<file path="config.mk">
export PLATFORM = sky130hd
export DESIGN_NAME = hcsr04_ranger
export DESIGN_NICKNAME = d
export VERILOG_FILES = /design/src/rtl/hcsr04_ranger.sv
export SDC_FILE = /design/constraint.sdc
export NUM_CORES = 1
export LEC_CHECK = 0
export ABC_AREA = 1
export BUFFER_PORTS_ARGS = -buffer_cell sky130_fd_sc_hd__buf_2
export CAP_MARGIN = 20
export CORE_MARGIN = 2
export CORE_UTILIZATION = 35
export CTS_BUF_LIST = sky130_fd_sc_hd__clkbuf_8
export DETAILED_ROUTE_END_ITERATION = 8
export SYNTH_ARGS = -nofsm -noshare
export SYNTH_HDL_FRONTEND = slang
export SYNTH_SLANG_ARGS = --single-unit
</file>
<file path="constraint.sdc">
create_clock -name i_clk -period 2.04 [get_ports i_clk]
set_clock_uncertainty 0.05 [all_clocks]
set_input_delay 0.102 -clock i_clk [delete_from_list [all_inputs] [get_ports i_clk]]
set_output_delay 0.102 -clock i_clk [all_outputs]
set_load 0.005 [all_outputs]
</file>
<file path="src/rtl/hcsr04_ranger.sv">
// HC-SR04 ultrasonic ranger controller: fires a trigger pulse, times the echo
// high width in clocks, and enforces a hold-off gap between measurements.
module hcsr04_ranger #(
    parameter int TRIG_CYCLES    = 640,
    parameter int TIMEOUT_CYCLES = 2560000,
    parameter int HOLDOFF_CYCLES = 3840000,
    parameter int CNT_W          = 24
) (
    input  logic             i_clk,
    input  logic             i_rst,
    input  logic             i_start,
    input  logic             i_echo,
    output logic             o_trigger,
    output logic             o_busy,
    output logic             o_done,
    output logic             o_timeout,
    output logic [CNT_W-1:0] o_echo_cycles
);

    typedef enum logic [2:0] {
        IDLE,
        TRIG,
        WAIT_RISE,
        MEASURE,
        HOLDOFF
    } state_t;

    localparam logic [CNT_W-1:0] TRIG_LAST    = CNT_W'(TRIG_CYCLES - 1);
    localparam logic [CNT_W-1:0] TIMEOUT_LAST = CNT_W'(TIMEOUT_CYCLES - 1);
    localparam logic [CNT_W-1:0] HOLD_LAST    = CNT_W'(HOLDOFF_CYCLES - 1);
    localparam logic [CNT_W-1:0] ALL_ONES     = {CNT_W{1'b1}};

    state_t           state_q, state_d;
    logic             echoMeta_q, echoS_q, echoPrev_q;
    logic [CNT_W-1:0] cnt_q, cnt_d;
    logic [CNT_W-1:0] width_q, width_d;
    logic [CNT_W-1:0] cycles_q, cycles_d;
    logic             trigger_q, trigger_d;
    logic             busy_q, busy_d;
    logic             done_q, done_d;
    logic             timeout_q, timeout_d;
    logic             echoRise, echoFall, timeUp;

    assign echoRise = echoS_q & ~echoPrev_q;
    assign echoFall = ~echoS_q & echoPrev_q;
    // cnt_q doubles as the trigger, timeout and hold-off counter; only one runs at a time
    assign timeUp   = (cnt_q == TIMEOUT_LAST);

    always_ff @(posedge i_clk) begin
        if (i_rst) begin
            state_q    <= IDLE;
            echoMeta_q <= 1'b0;
            echoS_q    <= 1'b0;
            echoPrev_q <= 1'b0;
            cnt_q      <= '0;
            width_q    <= '0;
            cycles_q   <= '0;
            trigger_q  <= 1'b0;
            busy_q     <= 1'b0;
            done_q     <= 1'b0;
            timeout_q  <= 1'b0;
        end else begin
            state_q    <= state_d;
            echoMeta_q <= i_echo;
            echoS_q    <= echoMeta_q;
            echoPrev_q <= echoS_q;
            cnt_q      <= cnt_d;
            width_q    <= width_d;
            cycles_q   <= cycles_d;
            trigger_q  <= trigger_d;
            busy_q     <= busy_d;
            done_q     <= done_d;
            timeout_q  <= timeout_d;
        end
    end

    always_comb begin
        state_d   = state_q;
        cnt_d     = cnt_q;
        width_d   = width_q;
        cycles_d  = cycles_q;
        done_d    = 1'b0;
        timeout_d = timeout_q;

        case (state_q)
            IDLE: begin
                cnt_d = '0;
                if (i_start) begin
                    state_d = TRIG;
                end
            end
            TRIG: begin
                if (cnt_q == TRIG_LAST) begin
                    state_d = WAIT_RISE;
                    cnt_d   = '0;
                end else begin
                    cnt_d = cnt_q + 1'b1;
                end
            end
            WAIT_RISE: begin
                cnt_d = cnt_q + 1'b1;
                if (timeUp) begin
                    state_d   = HOLDOFF;
                    cnt_d     = '0;
                    done_d    = 1'b1;
                    timeout_d = 1'b1;
                    cycles_d  = ALL_ONES;
                end else if (echoRise) begin
                    state_d = MEASURE;
                    width_d = CNT_W'(1);
                end
            end
            MEASURE: begin
                cnt_d = cnt_q + 1'b1;
                // A falling edge on the final counted cycle still yields a valid width
                if (echoFall) begin
                    state_d   = HOLDOFF;
                    cnt_d     = '0;
                    done_d    = 1'b1;
                    timeout_d = 1'b0;
                    cycles_d  = width_q;
                end else if (timeUp) begin
                    state_d   = HOLDOFF;
                    cnt_d     = '0;
                    done_d    = 1'b1;
                    timeout_d = 1'b1;
                    cycles_d  = ALL_ONES;
                end else if (echoS_q && (width_q != ALL_ONES)) begin
                    width_d = width_q + 1'b1;
                end
            end
            HOLDOFF: begin
                if (cnt_q == HOLD_LAST) begin
                    state_d = IDLE;
                    cnt_d   = '0;
                end else begin
                    cnt_d = cnt_q + 1'b1;
                end
            end
            default: begin
                state_d = IDLE;
                cnt_d   = '0;
            end
        endcase

        trigger_d = (state_d == TRIG);
        busy_d    = (state_d != IDLE);
    end

    assign o_trigger     = trigger_q;
    assign o_busy        = busy_q;
    assign o_done        = done_q;
    assign o_timeout     = timeout_q;
    assign o_echo_cycles = cycles_q;

endmodule
</file>
Yosys cells after proc, flatten, opt, wreduce, memory -nomap -nowiden
Index checks and enable logic that the tools add are counted.
W data, S select, Z words.
{"block": "totals", "register_bits": 82, "in_bits": 4, "out_inout_bits": 28, "word_cells": 64}
{"block": "classes", "n_addsub": 2, "eq_ne": 14, "mux": 28, "bitwise_logic": 4, "reduce_logical": 5}
{"operator": "$mux W24", "count": 11}
{"operator": "$pmux W24 S2", "count": 2}
{"operator": "$pmux W24 S4", "count": 1}
{"operator": "$add A24 B1 Y24 const B", "count": 2}
{"operator": "$eq A24 B22 Y1 const B", "count": 2}
{"operator": "$eq A24 B10 Y1 const B", "count": 1}
{"operator": "$ne A24 B24 Y1 const B", "count": 1}
{"operator": "$mux W3", "count": 7}
{"operator": "$pmux W3 S5", "count": 1}
{"operator": "$ne A2 B2 Y1 const B", "count": 5}
{"operator": "$eq A3 B1 Y1 const B", "count": 2}
{"operator": "$eq A3 B2 Y1 const B", "count": 2}
{"operator": "$reduce_and A6 Y1", "count": 1}
{"operator": "$mux W1", "count": 4}
{"operator": "$pmux W1 S2", "count": 2}
{"operator": "$eq A3 B3 Y1 const B", "count": 1}
{"operator": "$logic_not A3 Y1", "count": 1}
{"operator": "$reduce_bool A3 Y1", "count": 1}
{"operator": "$and A1 B1 Y1", "count": 2}
{"operator": "$not A1 Y1", "count": 2}
{"operator": "$reduce_bool A2 Y1", "count": 1}
{"operator": "$logic_and A1 B1 Y1", "count": 1}

Longest topological paths before layout
Gate-level depths: netlist of run 1.
{"block": "depth", "depth_word": 6, "mapped_depth": 12, "depth_no_buf": 12}

Worst setup path after synthesis of run 1
OpenSTA, ideal clock, no wires.
{"block": "synth_path", "path_type": "register -> register", "start": "register width_q[0]", "end": "register width_q[16]", "setup_time_ps": 136, "t_arrival_ps": 1629, "required_time_ps": 1854, "setup_slack_ps": 225, "path_stages_with_launch": 12, "path_buffers": 1, "period_less_slack_ps": 1815, "path_cell_list": "dfxtp_1 > ha_1 > nand2_1 > nor2_4 > nand2_2 > nor2_4 > nand3_2 > nand2_2 > nand2_4 > buf_2 > nand3_1 > a21oi_2"}
{"block": "synth_via", "elab_chain_len": 5, "word_cells_on_any_way": 9, "cone_classes": "1 x add/sub; 2 x eq/ne; 4 x mux; 2 x reduce/logical"}
{"item": "start: declaration", "line_no": "36", "source": "logic [CNT_W-1:0] width_q, width_d;"}
{"item": "start signal: assignment", "line_no": "68", "source": "width_q <= width_d;"}
{"item": "$add A24 B1 Y24", "line_no": "129", "source": "width_d = width_q + 1'b1;"}
{"item": "$mux W24", "line_no": "128", "source": "end else if (echoS_q && (width_q != ALL_ONES)) begin"}
{"item": "$mux W24", "line_no": "122", "source": "end else if (timeUp) begin"}
{"item": "$mux W24", "line_no": "116", "source": "if (echoFall) begin"}
{"item": "$pmux W24 S2", "line_no": "85", "source": "case (state_q)"}
Parallel ways exist; a longest one is shown, timed or not. The select of a mux whose other input is x is not followed.
A chain may end at the register's enable or synchronous reset.

Worst setup path in the final report of run 1
{"block": "layout_path", "start": "register state_q[1]", "end": "register cycles_q[13], in the netlist o_echo_cycles[13]"}
{"block": "layout_via", "elab_chain_len": 2, "word_cells_on_any_way": 4, "cone_classes": "2 x eq/ne; 1 x mux; 1 x reduce/logical"}
{"item": "start: declaration", "line_no": "33", "source": "state_t state_q, state_d;"}
{"item": "start signal: assignment", "line_no": "63", "source": "state_q <= state_d;"}
{"item": "$eq A3 B2 Y1", "line_no": "85"}
{"item": "$pmux W24 S2 or $reduce_bool A2 Y1 (tied branches)"}
{"item": "end signal: assignment", "line_no": "69", "source": "cycles_q <= cycles_d;"}
{"item": "end: declaration", "line_no": "37", "source": "logic [CNT_W-1:0] cycles_q, cycles_d;"}
Parallel ways exist; a longest one is shown, timed or not.

==> flow_summary.ini, run 1 <==
[pwr]
power_density_mw_per_mm2 = 543
finalPower_mw = 2.88
p_leak_nw = 2.18
irDropWorstVdd_v = 0.000442

[critical_path]
endpoint = o_echo_cycles[13]
cp_num_cells = 10
crit_path_max_fanout = 19
slowest_stage = dfxtp_1
r2r_start = state_q[1]
r2r_cells = 10
path_class = flip-flop to flip-flop
crit_family = buffers and inverters
timing.rr.end = o_echo_cycles[13]
arrival_ns = 2.15
critPathBufInv = 5
crit_path_max_incr_delay_ns = 0.35
crit_start = state_q[1]
cp-end-kind = flip-flop
path_common_cell = inv_1
path_cells = inv_1 > nor2_4 > nand2_2 > nor2_1 > buf_4 > inv_2 > nand2_4 > buf_12 > o211ai_1 > inv_1
regToRegSetupSlack_ns = 0.15
cp.required_ns = 2.30
worst_setup_path_start_kind = flip-flop

[cts]
clockRootBuffer = clkbuf_8
clk_pin_slew_ns = 0.09
cts_made_buffers = 9
htree_levels = 3
cts_tree = yes
clk_path_buf_depth = 2
worst_skew_pair.late_latency_ns = 0.37
cts_sinks = 82

[grt]
antenna_found_initial = 0
grt_pass1_vias = 4076
grt_pass1_wl_um = 19200
grt_max_degree = 29
grt_usage_pct = 17.0
grt_overflow = 0

[sta]
hold_slack_ns = 0.0871
hold_violations = 0
fin_tns_setup_ns = 0
worst_pin_slew_ns = 0.337
slew_viol_final = 0
period_needed_ns = 1.89
max_slew_margin_pct = 77.4
fmax_ghz = 0.529
setup_viol = 0
fin_ws_ns = 0.150
layout_worst_path_cycle_share_pct = 92.7

[placement]
portBuffers = 31
pre_cts_ws_ns = 0.0791
dp_hpwl_um = 8500
routabilityCongestion = 0.886

[yosys]
synth_nets = 669
synthAdderAreaFrac_pct = 0.552
ys.flop_type = dfxtp_1
synth-xor-area-share_pct = 4.44
yosys.area_share.simple_pct = 36.5
async_flop_share_pct = 0
syn_area_mm2 = 0.00453
synth_top_family_by_area = simple AND/OR/NAND/NOR gates
synth_cell_types = 39
synth_mux_area_share_pct = 0
synth.avg_cell_area_um2 = 6.84
ys_warn_count = 0
ys_ff_latch = 82
yosysSeqAreaShare_pct = 36.2
synth-compound-area-share_pct = 11.1
synth_edf_count = 0
synthCells = 663

[cells_and_area]
diodes = 0
num-fill-cells = 1367
regArea_mm2 = 0.00164
multi_input_area_mm2 = 0.00243
layout_commonest_cell = nand2_1
final_cell_mix = 146 x nand2_1, 98 x inv_1, 83 x nor2_1, 80 x dfxtp_1, 44 x nand3_1
drive_gt1_share_pct = 18.0
area_delta_synth_final_pct = 16.8
nNetsFinal = 725

[floorplan]
die_y_um = 118
core_region_area_mm2 = 0.0126
ioPinCount = 32
initial_core_util_pct = 35.9
dieWidth_um = 118
fp-row-count = 41
die_area_mm2 = 0.0139

[detailed_routing]
wl_um = 11600
first_pass_iters = 5
via_count = 4328
drtIter0Drc = 259
wl_per_cell_um = 12.9
drc = 0
viasPerCell = 4.83
ant_nets = 0

[flow_run]
drv_cap = 0

[status]
status = finished clean

[min_path]
hp-class = primary input to flip-flop
-- cells in the mapped netlist (6+ instances only) --
cell type,n,area share [%]
nand2_1,146,12
inv_1,97,8.0
nor2_1,85,7.0
dfxtp_1,82,36
nand3_1,44,4.9
nor3_1,33,3.6
xor2_1,18,3.5
o21ai_0,17,1.9
nand4_1,15,2.1
o211ai_1,14,2.3
a21oi_2,12,2.3
a21oi_1,11,1.2
o21bai_1,11,1.8
buf_2,7,0.77
clkbuf_1,7,0.58
nand2_2,7,0.97
nor2_2,6,0.83
-- power by group --
part	leakage, nW	switching, mW	internal [mW]
combinational	1.43	0.0619	0.0298
sequential	0.663	0.00460	1.61
clock	0.0931	0.611	0.562
total	2.18	0.678	2.20
-- registers in the layout, indices dropped and copies added, names as in the netlist, 3 cells and up --
name and flops:
o_echo_cycles 24, state_q 3, cnt_q 24, width_q 24
-- stage by stage --
stage / utilization, % / instances / cell area [um2]
floorplan: - / 663 / 4530
global placement: 39.9 / 876 / 5030
detailed placement: 39.9 / 876 / 5030
CTS: 41.5 / 893 / 5240
global route: 42.0 / 896 / 5300
finish: 42.0 / 896 / 5300
-- per-layer routing --
layer | wire length (um) | global-route usage, % | vias up | part of all wire, %
met4 | 233 | 6.40 | 0 | 2.0
met3 | 559 | 3.78 | 20 | 4.8
met1 | 5530 | 22.2 | 1975 | 48
met5 | 0 | 0 | - | 0
li1 | - | - | 2229 | -
met2 | 5240 | 27.2 | 104 | 45
-- tightest hold or removal path: cells and delay by family --
family                 cells  cell delay (ns)
buffers and inverters      2             0.13
AND/OR/NAND/NOR            3             0.24
-- timing repair --
action	CTS	global route
setup buffers	0	1
endpoints found under the hold margin	1	0
hold buffers	1	0
gates resized for setup	0	8
setup endpoints to repair	0	43
-- final cells by class --
cell class / instances / share of cell area (%)
Sequential cell: 82 / 31.0
Clock inverter: 7 / 1.32
Timing Repair Buffer: 63 / 8.05
Clock buffer: 9 / 2.34
Inverter: 103 / 7.30
Tap cell: 172 / 4.06
Multi-Input combinational cell: 460 / 45.9
-- worst min path at each step --
stage / from / endpoint / slack (ns) / depth (start not counted)
2_1_floorplan: i_echo / echoMeta_q / 0.16 / 2
3_3_place_gp: i_echo / echoMeta_q / 0.29 / 3
3_5_place_dp: i_echo / echoMeta_q / 0.30 / 3
4_1_cts: i_start / state_q[0] / 0.08 / 5
5_1_grt: i_start / state_q[0] / 0.11 / 5
6_report: i_start / state_q[0] / 0.09 / 5
-- logic make-up (layout without fill, tap and decap cells) --
logic type,count (synthesis),count (layout)
and+or+nand+nor,357,359
buffers and inverters,123,182
AOI/OAI and AO/OA,76,76
DFF,82,82
adders and majority gates,2,2
xor gates and xnor gates,23,23
(Power assumes the default switching activity.)
==> run 2, diff against run 1 <==
--- a/config.mk
+++ b/config.mk
@@ -8,10 +8,10 @@
 export ABC_AREA = 1
 export BUFFER_PORTS_ARGS = -buffer_cell sky130_fd_sc_hd__buf_2
 export CAP_MARGIN = 20
-export CORE_MARGIN = 2
 export CORE_UTILIZATION = 35
 export CTS_BUF_LIST = sky130_fd_sc_hd__clkbuf_8
 export DETAILED_ROUTE_END_ITERATION = 8
+export GPL_ROUTABILITY_DRIVEN = 0
 export SYNTH_ARGS = -nofsm -noshare
 export SYNTH_HDL_FRONTEND = slang
 export SYNTH_SLANG_ARGS = --single-unit
==> flow_summary.ini, run 2 (synthesis results as in run 1) <==
[cts]
worst_skew_pair.late_latency_ns = 0.37
clk_pin_slew_ns = 0.08
clockRootBuffer = clkbuf_8
cts_sinks = 82
clk_path_buf_depth = 2
cts_tree = yes
htree_levels = 3
cts_made_buffers = 9

[floorplan]
ioPinCount = 32
core_region_area_mm2 = 0.0126
fp-row-count = 41
dieWidth_um = 116
die_area_mm2 = 0.0134
die_y_um = 116
initial_core_util_pct = 35.9

[cells_and_area]
final_cell_mix = 145 x nand2_1, 99 x inv_1, 83 x nor2_1, 82 x dfxtp_1, 44 x nand3_1
num-fill-cells = 1337
drive_gt1_share_pct = 17.7
diodes = 0
area_delta_synth_final_pct = 18.1
nNetsFinal = 727
final_cell_area_mm2 = 0.00535
layout_commonest_cell = nand2_1
fin_util_pct = 42.4
final_cells = 897

[critical_path]
worst_setup_path_start_kind = flip-flop
crit_start = width_q[0]
cp-end-kind = flip-flop
arrival_ns = 2.16
crit_path_max_fanout = 14
path_class = flip-flop to flip-flop
cp.required_ns = 2.30
r2r_start = width_q[0]

[grt]
grt_pass1_vias = 3808
grt.met3_usage_pct = 4.81
grt_max_degree = 29
grt_overflow = 0
met1_usage_pct = 25.2
met2_usage_pct = 27.7
top_usage_layer = met2
antenna_found_initial = 0
grt_usage_pct = 18.2
grt_pass1_wl_um = 18800

[detailed_routing]
viasPerCell = 4.76
wl_um = 11600
via_count = 4267
wl_per_cell_um = 12.9
ant_nets = 0
drc = 0
drtIter0Drc = 262
first_pass_iters = 5

[pwr]
combPwrFrac_pct = 3.1
swShare_pct = 21.5
power_switching_mw = 0.651
power_density_mw_per_mm2 = 566
p_leak_nw = 2.23
power_frac_clock_pct = 43.7
p_int_mw = 2.38
pwr-share-seq_pct = 53.2
irDropWorstVdd_v = 0.000400

[sta]
setup_viol = 0
hold_violations = 0
fmax_ghz = 0.526
worst_pin_slew_ns = 0.480
slew_viol_final = 0
hold_slack_ns = 0.110
layout_worst_path_cycle_share_pct = 93.3
max_slew_margin_pct = 68.0
period_needed_ns = 1.90

[flow_run]
drv_cap = 0

[placement]
dp_hpwl_um = 8370
placed_cells = 876
postPlaceCellArea_mm2 = 0.00503
portBuffers = 31

[status]
status = finished clean

[min_path]
hp-class = primary input to flip-flop
holdCritStartpoint = i_start
[run 2: metrics by stage]
| stage | power (mW) | setup WS [ns] | setup TNS, ns |
|---|---|---|---|
| after global routing | 3.14 | -0.00719 | -0.0118 |
| after floorplan | 1.71 | 0.225 | 0 |
| after detailed placement | 1.74 | 0.0625 | 0 |
| final | 3.03 | 0.138 | 0 |
| after CTS | 3.06 | 0.0528 | 0 |
| after global placement | 1.74 | 0.103 | 0 |
[run 2: final timing paths]
kind                       to  cells after the start  slack [ns]
setup / recovery  width_q[14]                     12        0.14
hold / removal     state_q[0]                      5        0.11
setup reg to reg  width_q[14]                     12        0.14
hold reg to reg       echoS_q                      2        0.38
[run 2: final cells by class]
class	instances	area [um2]	share of cell area [%]
Clock inverter	4	67.6	1.26
Sequential cell	82	1640	30.7
Tap cell	172	215	4.02
Clock buffer	11	151	2.83
Timing Repair Buffer	65	458	8.55
Multi-Input combinational cell	460	2430	45.5
Inverter	103	387	7.22
[run 2: timing repair]
action,CTS,global route
resized for setup,0,8
setup buffers,0,3
hold buffers,1,0
hold endpoints to repair,1,0
endpoints found under the setup margin,0,32
[run 2: power by group through the flow]
stage	combinational, mW	clock, mW	sequential, mW
2_1_floorplan	0.0590	0	1.65
3_3_place_gp	0.0874	0	1.65
3_5_place_dp	0.0885	0	1.65
4_1_cts	0.0903	1.36	1.61
5_1_grt	0.105	1.43	1.61
6_report	0.0949	1.32	1.61
[run 2: critical path, cell delays in order (launching register included)]
cell     delay [ns]
dfxtp_1        0.35
ha_1           0.19
nand2_1        0.09
nor2_4         0.13
nand2_2        0.12
nor2_4         0.13
nand3_2        0.09
nand2_4        0.13
nand2_8        0.13
nand2_8        0.15
buf_4          0.13
nand2_2        0.04
a21oi_2        0.11
[run 2: routing by layer]
layer | vias up | routed length (um)
met5 | - | 0
met4 | 0 | 146
met3 | 13 | 558
met2 | 81 | 5090
met1 | 1950 | 5780
li1 | 2223 | -
